===== src/rtl/calendar_datapath_if.sv =====
// Signal bundle between the clock control unit / display formatter and the calendar datapath.
// The master drives the enables, edit requests and blink code; the slave returns the field values.
interface calendar_datapath_if;
    logic       tick_1hz;
    logic       run_en;
    logic       up_s;
    logic       down_s;
    logic       up_m;
    logic       down_m;
    logic       up_h;
    logic       down_h;
    logic       up_d;
    logic       down_d;
    logic       up_mo;
    logic       down_mo;
    logic       up_y;
    logic       down_y;
    logic [2:0] blink;
    logic       tick_blink;
    logic [5:0] sec;
    logic [5:0] min;
    logic [4:0] hour;
    logic [4:0] day;
    logic [3:0] month;
    logic [6:0] year;
    logic [5:0] blank;
    logic       century_wrap;

    modport master (
        output tick_1hz, run_en,
        output up_s, down_s, up_m, down_m, up_h, down_h,
        output up_d, down_d, up_mo, down_mo, up_y, down_y,
        output blink, tick_blink,
        input  sec, min, hour, day, month, year, blank, century_wrap
    );

    modport slave (
        input  tick_1hz, run_en,
        input  up_s, down_s, up_m, down_m, up_h, down_h,
        input  up_d, down_d, up_mo, down_mo, up_y, down_y,
        input  blink, tick_blink,
        output sec, min, hour, day, month, year, blank, century_wrap
    );
endinterface


===== src/rtl/calendar_datapath.sv =====
// Calendar timekeeping for 2000-2099: 1 Hz carry chain while running, single-step
// non-carrying field edits with day clamping while setting, and per-field blink blanking.
module calendar_datapath #(
    parameter int RESET_YEAR  = 0,
    parameter int RESET_MONTH = 1,
    parameter int RESET_DAY   = 1
) (
    input logic                clk,
    input logic                rst,
    calendar_datapath_if.slave bus
);

    localparam logic [6:0] INIT_YEAR  = 7'(RESET_YEAR);
    localparam logic [3:0] INIT_MONTH = 4'(RESET_MONTH);
    localparam logic [4:0] INIT_DAY   = 5'(RESET_DAY);

    logic [5:0]  sec_r, sec_n;
    logic [5:0]  min_r, min_n;
    logic [4:0]  hour_r, hour_n;
    logic [4:0]  day_r, day_n;
    logic [3:0]  month_r, month_n;
    logic [6:0]  year_r, year_n;
    logic [5:0]  blank_r, blank_n;
    logic        wrap_r, wrap_n;

    logic [11:0] req;
    logic [11:0] req_p0;
    logic [11:0] rise;

    logic [4:0]  dim_cur;
    logic [4:0]  dim_new;
    logic [4:0]  day_step;

    // Leap rule reduces to year % 4 == 0 inside a single century starting at 2000.
    function automatic logic [4:0] days_in_month(input logic [3:0] mo, input logic [1:0] yr_lo);
        case (mo)
            4'd4, 4'd6, 4'd9, 4'd11: days_in_month = 5'd30;
            4'd2:                    days_in_month = (yr_lo == 2'd0) ? 5'd29 : 5'd28;
            default:                 days_in_month = 5'd31;
        endcase
    endfunction

    function automatic logic [6:0] step_field(
        input logic [6:0] val,
        input logic [6:0] lo,
        input logic [6:0] hi,
        input logic       inc,
        input logic       dec
    );
        step_field = val;
        if (inc && !dec) begin
            step_field = (val == hi) ? lo : val + 7'd1;
        end else if (dec && !inc) begin
            step_field = (val == lo) ? hi : val - 7'd1;
        end
    endfunction

    assign req = {bus.down_y, bus.up_y, bus.down_mo, bus.up_mo, bus.down_d, bus.up_d,
                  bus.down_h, bus.up_h, bus.down_m, bus.up_m, bus.down_s, bus.up_s};

    // History tracks requests in every mode, so a level held across a run_en change never fires.
    assign rise = req & ~req_p0 & {12{~bus.run_en}};

    assign dim_cur = days_in_month(month_r, year_r[1:0]);

    always_comb begin
        sec_n    = sec_r;
        min_n    = min_r;
        hour_n   = hour_r;
        day_n    = day_r;
        month_n  = month_r;
        year_n   = year_r;
        wrap_n   = 1'b0;
        dim_new  = dim_cur;
        day_step = day_r;

        if (bus.run_en) begin
            if (bus.tick_1hz) begin
                if (sec_r != 6'd59) begin
                    sec_n = sec_r + 6'd1;
                end else begin
                    sec_n = 6'd0;
                    if (min_r != 6'd59) begin
                        min_n = min_r + 6'd1;
                    end else begin
                        min_n = 6'd0;
                        if (hour_r != 5'd23) begin
                            hour_n = hour_r + 5'd1;
                        end else begin
                            hour_n = 5'd0;
                            if (day_r < dim_cur) begin
                                day_n = day_r + 5'd1;
                            end else begin
                                day_n = 5'd1;
                                if (month_r != 4'd12) begin
                                    month_n = month_r + 4'd1;
                                end else begin
                                    month_n = 4'd1;
                                    if (year_r != 7'd99) begin
                                        year_n = year_r + 7'd1;
                                    end else begin
                                        year_n = 7'd0;
                                        wrap_n = 1'b1;
                                    end
                                end
                            end
                        end
                    end
                end
            end
        end else begin
            sec_n    = 6'(step_field({1'b0, sec_r}, 7'd0, 7'd59, rise[0], rise[1]));
            min_n    = 6'(step_field({1'b0, min_r}, 7'd0, 7'd59, rise[2], rise[3]));
            hour_n   = 5'(step_field({2'b0, hour_r}, 7'd0, 7'd23, rise[4], rise[5]));
            day_step = 5'(step_field({2'b0, day_r}, 7'd1, {2'b0, dim_cur}, rise[6], rise[7]));
            month_n  = 4'(step_field({3'b0, month_r}, 7'd1, 7'd12, rise[8], rise[9]));
            year_n   = step_field(year_r, 7'd0, 7'd99, rise[10], rise[11]);
            // Day is stepped against the old month length, then pulled into the new one.
            dim_new  = days_in_month(month_n, year_n[1:0]);
            day_n    = (day_step > dim_new) ? dim_new : day_step;
        end
    end

    always_comb begin
        blank_n = '0;
        for (int i = 0; i < 6; i++) begin
            blank_n[i] = bus.tick_blink && (bus.blink == 3'(i + 1));
        end
    end

    always_ff @(posedge clk) begin
        if (rst) begin
            sec_r   <= 6'd0;
            min_r   <= 6'd0;
            hour_r  <= 5'd0;
            day_r   <= INIT_DAY;
            month_r <= INIT_MONTH;
            year_r  <= INIT_YEAR;
            blank_r <= '0;
            wrap_r  <= 1'b0;
            req_p0  <= '0;
        end else begin
            sec_r   <= sec_n;
            min_r   <= min_n;
            hour_r  <= hour_n;
            day_r   <= day_n;
            month_r <= month_n;
            year_r  <= year_n;
            blank_r <= blank_n;
            wrap_r  <= wrap_n;
            req_p0  <= req;
        end
    end

    assign bus.sec          = sec_r;
    assign bus.min          = min_r;
    assign bus.hour         = hour_r;
    assign bus.day          = day_r;
    assign bus.month        = month_r;
    assign bus.year         = year_r;
    assign bus.blank        = blank_r;
    assign bus.century_wrap = wrap_r;

endmodule


===== src/flat_wrapper.sv =====
// flat-port wrapper written by rule: the top's interface ports become plain ports
module calendar_datapath_flat 
#(
    parameter int RESET_YEAR  = 0,
    parameter int RESET_MONTH = 1,
    parameter int RESET_DAY   = 1
)
  (clk, rst, bus_tick_1hz, bus_run_en, bus_up_s, bus_down_s, bus_up_m, bus_down_m, bus_up_h, bus_down_h, bus_up_d, bus_down_d, bus_up_mo, bus_down_mo, bus_up_y, bus_down_y, bus_blink, bus_tick_blink, bus_sec, bus_min, bus_hour, bus_day, bus_month, bus_year, bus_blank, bus_century_wrap);
  calendar_datapath_if bus_i ();
  input logic clk;
  input logic rst;
  input wire logic [$bits(bus_i.tick_1hz)-1:0] bus_tick_1hz;
  input wire logic [$bits(bus_i.run_en)-1:0] bus_run_en;
  input wire logic [$bits(bus_i.up_s)-1:0] bus_up_s;
  input wire logic [$bits(bus_i.down_s)-1:0] bus_down_s;
  input wire logic [$bits(bus_i.up_m)-1:0] bus_up_m;
  input wire logic [$bits(bus_i.down_m)-1:0] bus_down_m;
  input wire logic [$bits(bus_i.up_h)-1:0] bus_up_h;
  input wire logic [$bits(bus_i.down_h)-1:0] bus_down_h;
  input wire logic [$bits(bus_i.up_d)-1:0] bus_up_d;
  input wire logic [$bits(bus_i.down_d)-1:0] bus_down_d;
  input wire logic [$bits(bus_i.up_mo)-1:0] bus_up_mo;
  input wire logic [$bits(bus_i.down_mo)-1:0] bus_down_mo;
  input wire logic [$bits(bus_i.up_y)-1:0] bus_up_y;
  input wire logic [$bits(bus_i.down_y)-1:0] bus_down_y;
  input wire logic [$bits(bus_i.blink)-1:0] bus_blink;
  input wire logic [$bits(bus_i.tick_blink)-1:0] bus_tick_blink;
  output wire logic [$bits(bus_i.sec)-1:0] bus_sec;
  output wire logic [$bits(bus_i.min)-1:0] bus_min;
  output wire logic [$bits(bus_i.hour)-1:0] bus_hour;
  output wire logic [$bits(bus_i.day)-1:0] bus_day;
  output wire logic [$bits(bus_i.month)-1:0] bus_month;
  output wire logic [$bits(bus_i.year)-1:0] bus_year;
  output wire logic [$bits(bus_i.blank)-1:0] bus_blank;
  output wire logic [$bits(bus_i.century_wrap)-1:0] bus_century_wrap;
  assign bus_i.tick_1hz = bus_tick_1hz;
  assign bus_i.run_en = bus_run_en;
  assign bus_i.up_s = bus_up_s;
  assign bus_i.down_s = bus_down_s;
  assign bus_i.up_m = bus_up_m;
  assign bus_i.down_m = bus_down_m;
  assign bus_i.up_h = bus_up_h;
  assign bus_i.down_h = bus_down_h;
  assign bus_i.up_d = bus_up_d;
  assign bus_i.down_d = bus_down_d;
  assign bus_i.up_mo = bus_up_mo;
  assign bus_i.down_mo = bus_down_mo;
  assign bus_i.up_y = bus_up_y;
  assign bus_i.down_y = bus_down_y;
  assign bus_i.blink = bus_blink;
  assign bus_i.tick_blink = bus_tick_blink;
  assign bus_sec = bus_i.sec;
  assign bus_min = bus_i.min;
  assign bus_hour = bus_i.hour;
  assign bus_day = bus_i.day;
  assign bus_month = bus_i.month;
  assign bus_year = bus_i.year;
  assign bus_blank = bus_i.blank;
  assign bus_century_wrap = bus_i.century_wrap;
  calendar_datapath #(.RESET_YEAR(RESET_YEAR), .RESET_MONTH(RESET_MONTH), .RESET_DAY(RESET_DAY)) u_core (.clk(clk), .rst(rst), .bus(bus_i));
endmodule

===== config.mk =====
export PLATFORM = sky130hd
export DESIGN_NAME = calendar_datapath_flat
export DESIGN_NICKNAME = d
export VERILOG_FILES = /design/src/rtl/calendar_datapath_if.sv /design/src/rtl/calendar_datapath.sv /design/src/flat_wrapper.sv
export SDC_FILE = /design/constraint.sdc
export NUM_CORES = 1
export LEC_CHECK = 0
export ABC_AREA = 1
export CAP_MARGIN = 0
export CORE_MARGIN = 2
export CORE_UTILIZATION = 55
export CTS_CLUSTER_SIZE = 10
export DETAILED_ROUTE_END_ITERATION = 16
export PLACE_DENSITY = 0.81
export SYNTH_ARGS = -nofsm -noshare
export SYNTH_HDL_FRONTEND = slang
export SYNTH_SLANG_ARGS = --single-unit

===== constraint.sdc =====
create_clock -name clk -period 4.12 [get_ports clk]
set_input_delay 0.824 -clock clk [delete_from_list [all_inputs] [get_ports clk]]
set_output_delay 0.824 -clock clk [all_outputs]
set_load 0.05 [all_outputs]

==> results of run 1 <==
==> cells in the mapped netlist, drive strengths merged, types with 3 or more instances <==
master	instances
nand3	60
xnor2	3
clkbuf	4
nand2	122
nor2	91
a211oi	7
o21ai	46
a221oi	3
a31oi	9
or2	4
a21oi	31
o31ai	3
nor3	15
nand4	6
xor2	21
buf	8
ha	22
inv	98
dfxtp	52
==> critical path, cell delays in order, from the launching register on <==
cell and delay, ps:
dfxtp_1 420, inv_1 150, ha_1 160, nor3b_1 410
nand2_1 90, nand3_1 140, inv_1 60, ha_1 260
nand2_1 50, nor2_1 220, inv_1 110, nand2_1 70
nand2_1 40, o21ai_0 130, inv_1 90, ha_1 320
inv_1 60, nor2_1 30, o21ai_0 200, nor2_1 90
nand3_1 130, inv_1 50, nand3_1 60, nand2_1 50
nand2_1 50, nand2_1 50
==> worst paths after layout <==
kind              slack (ps)                 from            endpoint  depth (start not counted)
hold / removal           570   u_core.bus.hour[1]  u_core.bus.hour[1]                          2
setup reg to reg         530  u_core.bus.month[0]   u_core.bus.day[0]                         25
setup / recovery         530  u_core.bus.month[0]   u_core.bus.day[0]                         25
hold reg to reg          570   u_core.bus.hour[1]  u_core.bus.hour[1]                          2
==> final cells by class <==
type | count | area, um^2 | share of cell area [%]
clock buffer | 5 | 68.8 | 1.45
clock inverter | 3 | 42.5 | 0.894
inverter | 98 | 378 | 7.94
multi-input combinational | 456 | 2490 | 52.4
sequential | 52 | 1040 | 21.9
tap | 99 | 124 | 2.60
timing repair buffer | 62 | 613 | 12.9
==> registers in the layout, summed over array words and instances (netlist names) <==
| name | flops |
|---|---|
| u_core.bus.min | 6 |
| u_core.bus.sec | 6 |
| u_core.bus.month | 4 |
| u_core.bus.hour | 5 |
| u_core.bus.century_wrap | 1 |
| u_core.bus.day | 5 |
| u_core.bus.blank | 6 |
| u_core.bus.year | 7 |
| u_core.req_p0 | 12 |
==> metrics by stage <==
step                power (W)  area [um^2]  cells  util [%]  hold slack (ps)
detailed placement    0.00114         4650    767      65.1              551
floorplan            0.000992         3980    618         -              676
global placement      0.00112         4650    767      65.1              539
global route          0.00159         4760    775      66.7              604
CTS                   0.00150         4760    775      66.7              576
finish                0.00150         4760    775      66.7              571
==> power breakdown <==
group	leakage, nW	internal, W	switching [W]
clock	0.0541	0.000180	0.000181
combinational	1.68	0.000192	0.000350
sequential	0.428	0.000537	0.0000559
total	2.16	0.000909	0.000587
==> per-layer routing <==
metal  global-route usage [%]  vias to the layer above  routed length, um
li1                         -                     2120                  -
met1                     32.5                     1937               4420
met2                     45.9                      134               4900
met3                     3.69                       18                482
met4                     6.51                        0                109
met5                        0                        -                  0
==> logic make-up (layout without fill, tap and decap cells) <==
| kind of cell | Yosys count | after routing | share of synthesized area (%) |
|---|---|---|---|
| xor+xnor | 24 | 24 | 5.28 |
| flops | 52 | 52 | 26.2 |
| compound gates | 106 | 106 | 15.8 |
| simple gates | 304 | 304 | 34.7 |
| fa+ha+maj | 22 | 22 | 6.92 |
| buf+inv | 110 | 168 | 11.2 |
==> impl_metrics.json, run 1 <==
{
  "cts_setup_buffers": 0,
  "gp_congestion": 0.895,
  "dieArea_mm2": 0.00793,
  "synthTopCellsByArea": "dfxtp_1 (26%), nand2_1 (11%), inv_1 (8.0%), nor2_1 (8.0%), nand3_1 (7.3%)",
  "routedWlPerCell_um": 12.8,
  "ys.flop_type": "dfxtp_1",
  "syn_to_final_growth_pct": 19.6,
  "drv_cap": 0,
  "grt_usage_pct": 25.7,
  "skew_ps": 10.3,
  "n_antenna_cell": 0,
  "ys_seq_area_share_pct": 26.2,
  "yosysUniqueCellTypes": 47,
  "rows": 31,
  "drtAntennaViolNets": 0,
  "die_h_um": 89.1,
  "core_region_area_mm2": 0.00714,
  "root_buffer": "clkbuf_8",
  "critPathKind": "register to register",
  "syn_area_per_cell_um2": 6.44,
  "ys.warnings.count": 0,
  "clk_latency_ps": 310,
  "cts_tree": "built",
  "cts_resized": 0,
  "slew_violations": 0,
  "grt_pass1_vias": 3865,
  "hold_path.class": "register to register",
  "final.fill_count": 676,
  "status": "complete, no violations",
  "fp.dieW_um": 89.1,
  "finalCriticalPeriod_ps": 3590,
  "grt_start_max_net_pins": 32,
  "synth_top_area_cell": "dfxtp_1",
  "yosysTopAreaCellShare_pct": 26.2,
  "clkSinkCount": 52,
  "initial_core_util_pct": 55.8,
  "grt_pass1_wl_um": 16700,
  "critPathArrivalTime_ps": 3810,
  "synth_fp_nets": 660,
  "layout-drive-gt1-share_pct": 6.36,
  "preCtsSetupSlack_ps": 524,
  "leakagePower_nw": 2.16,
  "cp-start-kind": "register",
  "cts_buffer_depth": 2,
  "wl_um": 9920,
  "io_pins": 60,
  "worst_pin_slew_ps": 586,
  "via_per_inst": 5.43,
  "async_flop_share_pct": 0,
  "antenna_found_initial": 0,
  "synth-edff-count": 0,
  "hold_viol_final": 0,
  "vias": 4209,
  "ys_ff_latch": 52,
  "power_density_mw_per_mm2": 314,
  "overflow": 0,
  "setup_ws_ps": 528,
  "first_pass_iters": 6,
  "rsz0062_at_grt": "false",
  "worstPathRequired_ps": 4340,
  "setup_tns_ps": 0,
  "cts.clk_slew.worst_paths_ps": 110,
  "final_common_cell": "nand2_1",
  "relSlewSlack_pct": 60.9,
  "crit_fanout": 9,
  "hold_buffers": 0,
  "synthesis.area_mm2": 0.00398,
  "cts_buffers": 5,
  "htree_levels": 2,
  "fmax_mhz": 278,
  "drt-initial-drc-count": 207,
  "synthCells": 618,
  "layout_common_cells": "nand2_1 (119), inv_1 (85), nor2_1 (85)",
  "io_buffers": 59,
  "period_share_pct": 87.2,
  "setup-violations-final": 0,
  "drc": 0,
  "nets": 717,
  "cp-end-kind": "register",
  "dp_hpwl_um": 7460,
  "peakVddDrop_mv": 0.203
}
Note: power is estimated with default switching activity, not from simulation.
==> run 2, diff against run 1 <==
--- a/config.mk
+++ b/config.mk
@@ -7,7 +7,6 @@
 export LEC_CHECK = 0
 export ABC_AREA = 1
 export CAP_MARGIN = 0
-export CORE_MARGIN = 2
 export CORE_UTILIZATION = 55
 export CTS_CLUSTER_SIZE = 10
 export DETAILED_ROUTE_END_ITERATION = 16
==> run 2 against run 1 <==
Compared with the run above: via count fell by 1.5%; final cell count fell by 0.39%; clock-buffer cell count rose by 1; die area fell by 4.4%; clock power fell by 12%; maximum frequency rose by 0.85%; first-iteration DRC count rose by 14%; setup slack improved by 30 ps; hold slack got worse by 6.1 ps; utilization rose by 2.0 points; non-clock buffer count did not move; largest cell class unchanged.
==> impl_metrics.json, run 2 (synthesized netlist as in run 1, its figures left out) <==
{
  "pwr-share-clk_pct": 22.0,
  "setup_tns_ps": 0,
  "cts_setup_buffers": 0,
  "n_antenna_cell": 0,
  "peakVddDrop_mv": 0.226,
  "worst_pin_slew_ps": 609,
  "drc": 0,
  "routedWlPerCell_um": 12.2,
  "worstPathRequired_ps": 4340,
  "overflow": 0,
  "htree_levels": 2,
  "grt_busiest_layer": "met2",
  "placed_cell_area_mm2": 0.00464,
  "cts_resized": 0,
  "slowest_stage": "dfxtp_1",
  "final_common_cell": "nand2_1",
  "p_int_w": 0.000868,
  "cts_buffer_depth": 2,
  "nets": 717,
  "skew_ps": 5.02,
  "largest_register_ffs": 12,
  "critPathArrivalTime_ps": 3780,
  "grt_start_max_net_pins": 32,
  "drt-initial-drc-count": 237,
  "grt_use_met3_pct": 3.79,
  "netSwitchingPower_w": 0.000581,
  "whs_ps": 564,
  "hold_path.class": "register to register",
  "dp_hpwl_um": 7290,
  "grt_pass1_vias": 3719,
  "root_buffer": "clkbuf_8",
  "cts_buffers": 5,
  "via_per_inst": 5.37,
  "grt_pass1_wl_um": 16100,
  "cp-end-kind": "register",
  "clk_latency_ps": 310,
  "wl_um": 9430,
  "power_density_mw_per_mm2": 306,
  "crit_fanout": 9,
  "grt_usage_pct": 26.3,
  "syn_to_final_growth_pct": 19.2,
  "drtAntennaViolNets": 0,
  "die_h_um": 87.1,
  "p_sw_share_pct": 40.1,
  "io_pins": 60,
  "use_met1_pct": 34.2,
  "rsz0062_at_grt": "false",
  "relSlewSlack_pct": 59.0,
  "final_cell_area_mm2": 0.00474,
  "layout_common_cells": "nand2_1 (119), inv_1 (85), nor2_1 (85)",
  "fp.dieW_um": 87.1,
  "fmax_mhz": 281,
  "cts_tree": "built",
  "r2r_end": "u_core.bus.day[0]",
  "preCtsSetupSlack_ps": 496,
  "cts.clk_slew.worst_paths_ps": 100,
  "initial_core_util_pct": 57.6,
  "dieArea_mm2": 0.00758,
  "drv_cap": 0,
  "rr_startpoint": "u_core.bus.month[0]",
  "critPathKind": "register to register",
  "r2r_slack_ps": 560,
  "min_delay_path_depth": 2,
  "cpMostUsedCell": "nand2_1",
  "gp_congestion": 0.951,
  "top_register": "u_core.req_p0",
  "status": "complete, no violations",
  "core_region_area_mm2": 0.00691,
  "setup_ws_ps": 558,
  "reg2regPathDepth": 25,
  "hp-start": "u_core.bus.hour[1]",
  "hold-path-endpoint": "u_core.bus.hour[1]",
  "vias": 4146,
  "setup-violations-final": 0,
  "leakagePower_nw": 2.16,
  "first_pass_iters": 5,
  "slew_violations": 0,
  "hold_viol_final": 0,
  "finalCriticalPeriod_ps": 3560,
  "io_buffers": 59,
  "power_frac_comb_pct": 37.2,
  "max_stage_delay_ps": 420,
  "layout-drive-gt1-share_pct": 6.36,
  "antenna_found_initial": 0,
  "clkSinkCount": 52,
  "cp-start-kind": "register",
  "grt_use_met2_pct": 44.3,
  "hold_buffers": 0,
  "pwr-share-seq_pct": 40.7,
  "rows": 30,
  "period_share_pct": 86.5
}
## run 2: through the flow
step,util (%),power [W],std cells
final,68.6,0.00145,772
after detailed placement,67.2,0.00113,764
after CTS,68.6,0.00145,772
after floorplan,-,0.000992,618
after global routing,68.6,0.00154,772
after global placement,67.2,0.00112,764
## run 2: layer usage
metal / part of all wire, % / wire length (um)
met4: 1.6 / 155
met5: 0 / 0
met2: 46 / 4380
met1: 46 / 4350
met3: 5.8 / 548
## run 2: power groups by stage
stage | logic, W | clock network (W) | registers [W]
6_report | 0.000539 | 0.000319 | 0.000590
5_1_grt | 0.000599 | 0.000345 | 0.000597
4_1_cts | 0.000537 | 0.000327 | 0.000589
3_5_place_dp | 0.000534 | 0 | 0.000600
3_3_place_gp | 0.000523 | 0 | 0.000600
2_1_floorplan | 0.000312 | 0 | 0.000681
## run 2: cell type report
cell class                      instances  area (um^2)
Clock buffer                            6         82.6
Clock inverter                          2         13.8
Fill cell                             625         2170
Inverter                               98          378
Multi-Input combinational cell        456         2490
Sequential cell                        52         1040
Tap cell                               96          120
Timing Repair Buffer                   62          613
## run 2: worst max path at each step
stage,cells after the start,slack (ps),start,to
final,25,560,u_core.bus.month[0],u_core.bus.day[0]
after global routing,24,220,u_core.bus.month[0],u_core.bus.day[0]
after CTS,24,600,u_core.bus.month[0],u_core.bus.day[0]
after detailed placement,21,500,bus_run_en,u_core.bus.day[0]
after floorplan,23,860,u_core.bus.month[1],u_core.bus.day[0]
after global placement,21,610,bus_run_en,u_core.bus.day[0]
## run 2: worst max-delay path: cells and delay by family (launching register included)
| family | cells | cell delay [ps] |
|---|---|---|
| adder cells (fa/ha/maj) | 3 | 750 |
| flip-flops | 1 | 420 |
| buffers and inverters | 6 | 490 |
| AND/OR/NAND/NOR | 14 | 1460 |
| AO/OA/AOI/OAI | 2 | 350 |
==> run 3, diff against run 2 <==
--- a/config.mk
+++ b/config.mk
@@ -11,6 +11,7 @@
 export CTS_CLUSTER_SIZE = 10
 export DETAILED_ROUTE_END_ITERATION = 16
 export PLACE_DENSITY = 0.81
+export SLEW_MARGIN = 20
 export SYNTH_ARGS = -nofsm -noshare
 export SYNTH_HDL_FRONTEND = slang
 export SYNTH_SLANG_ARGS = --single-unit
==> results of run 3 <==
Same layout as run 2: the final DEF is identical, and so are final timing and power.
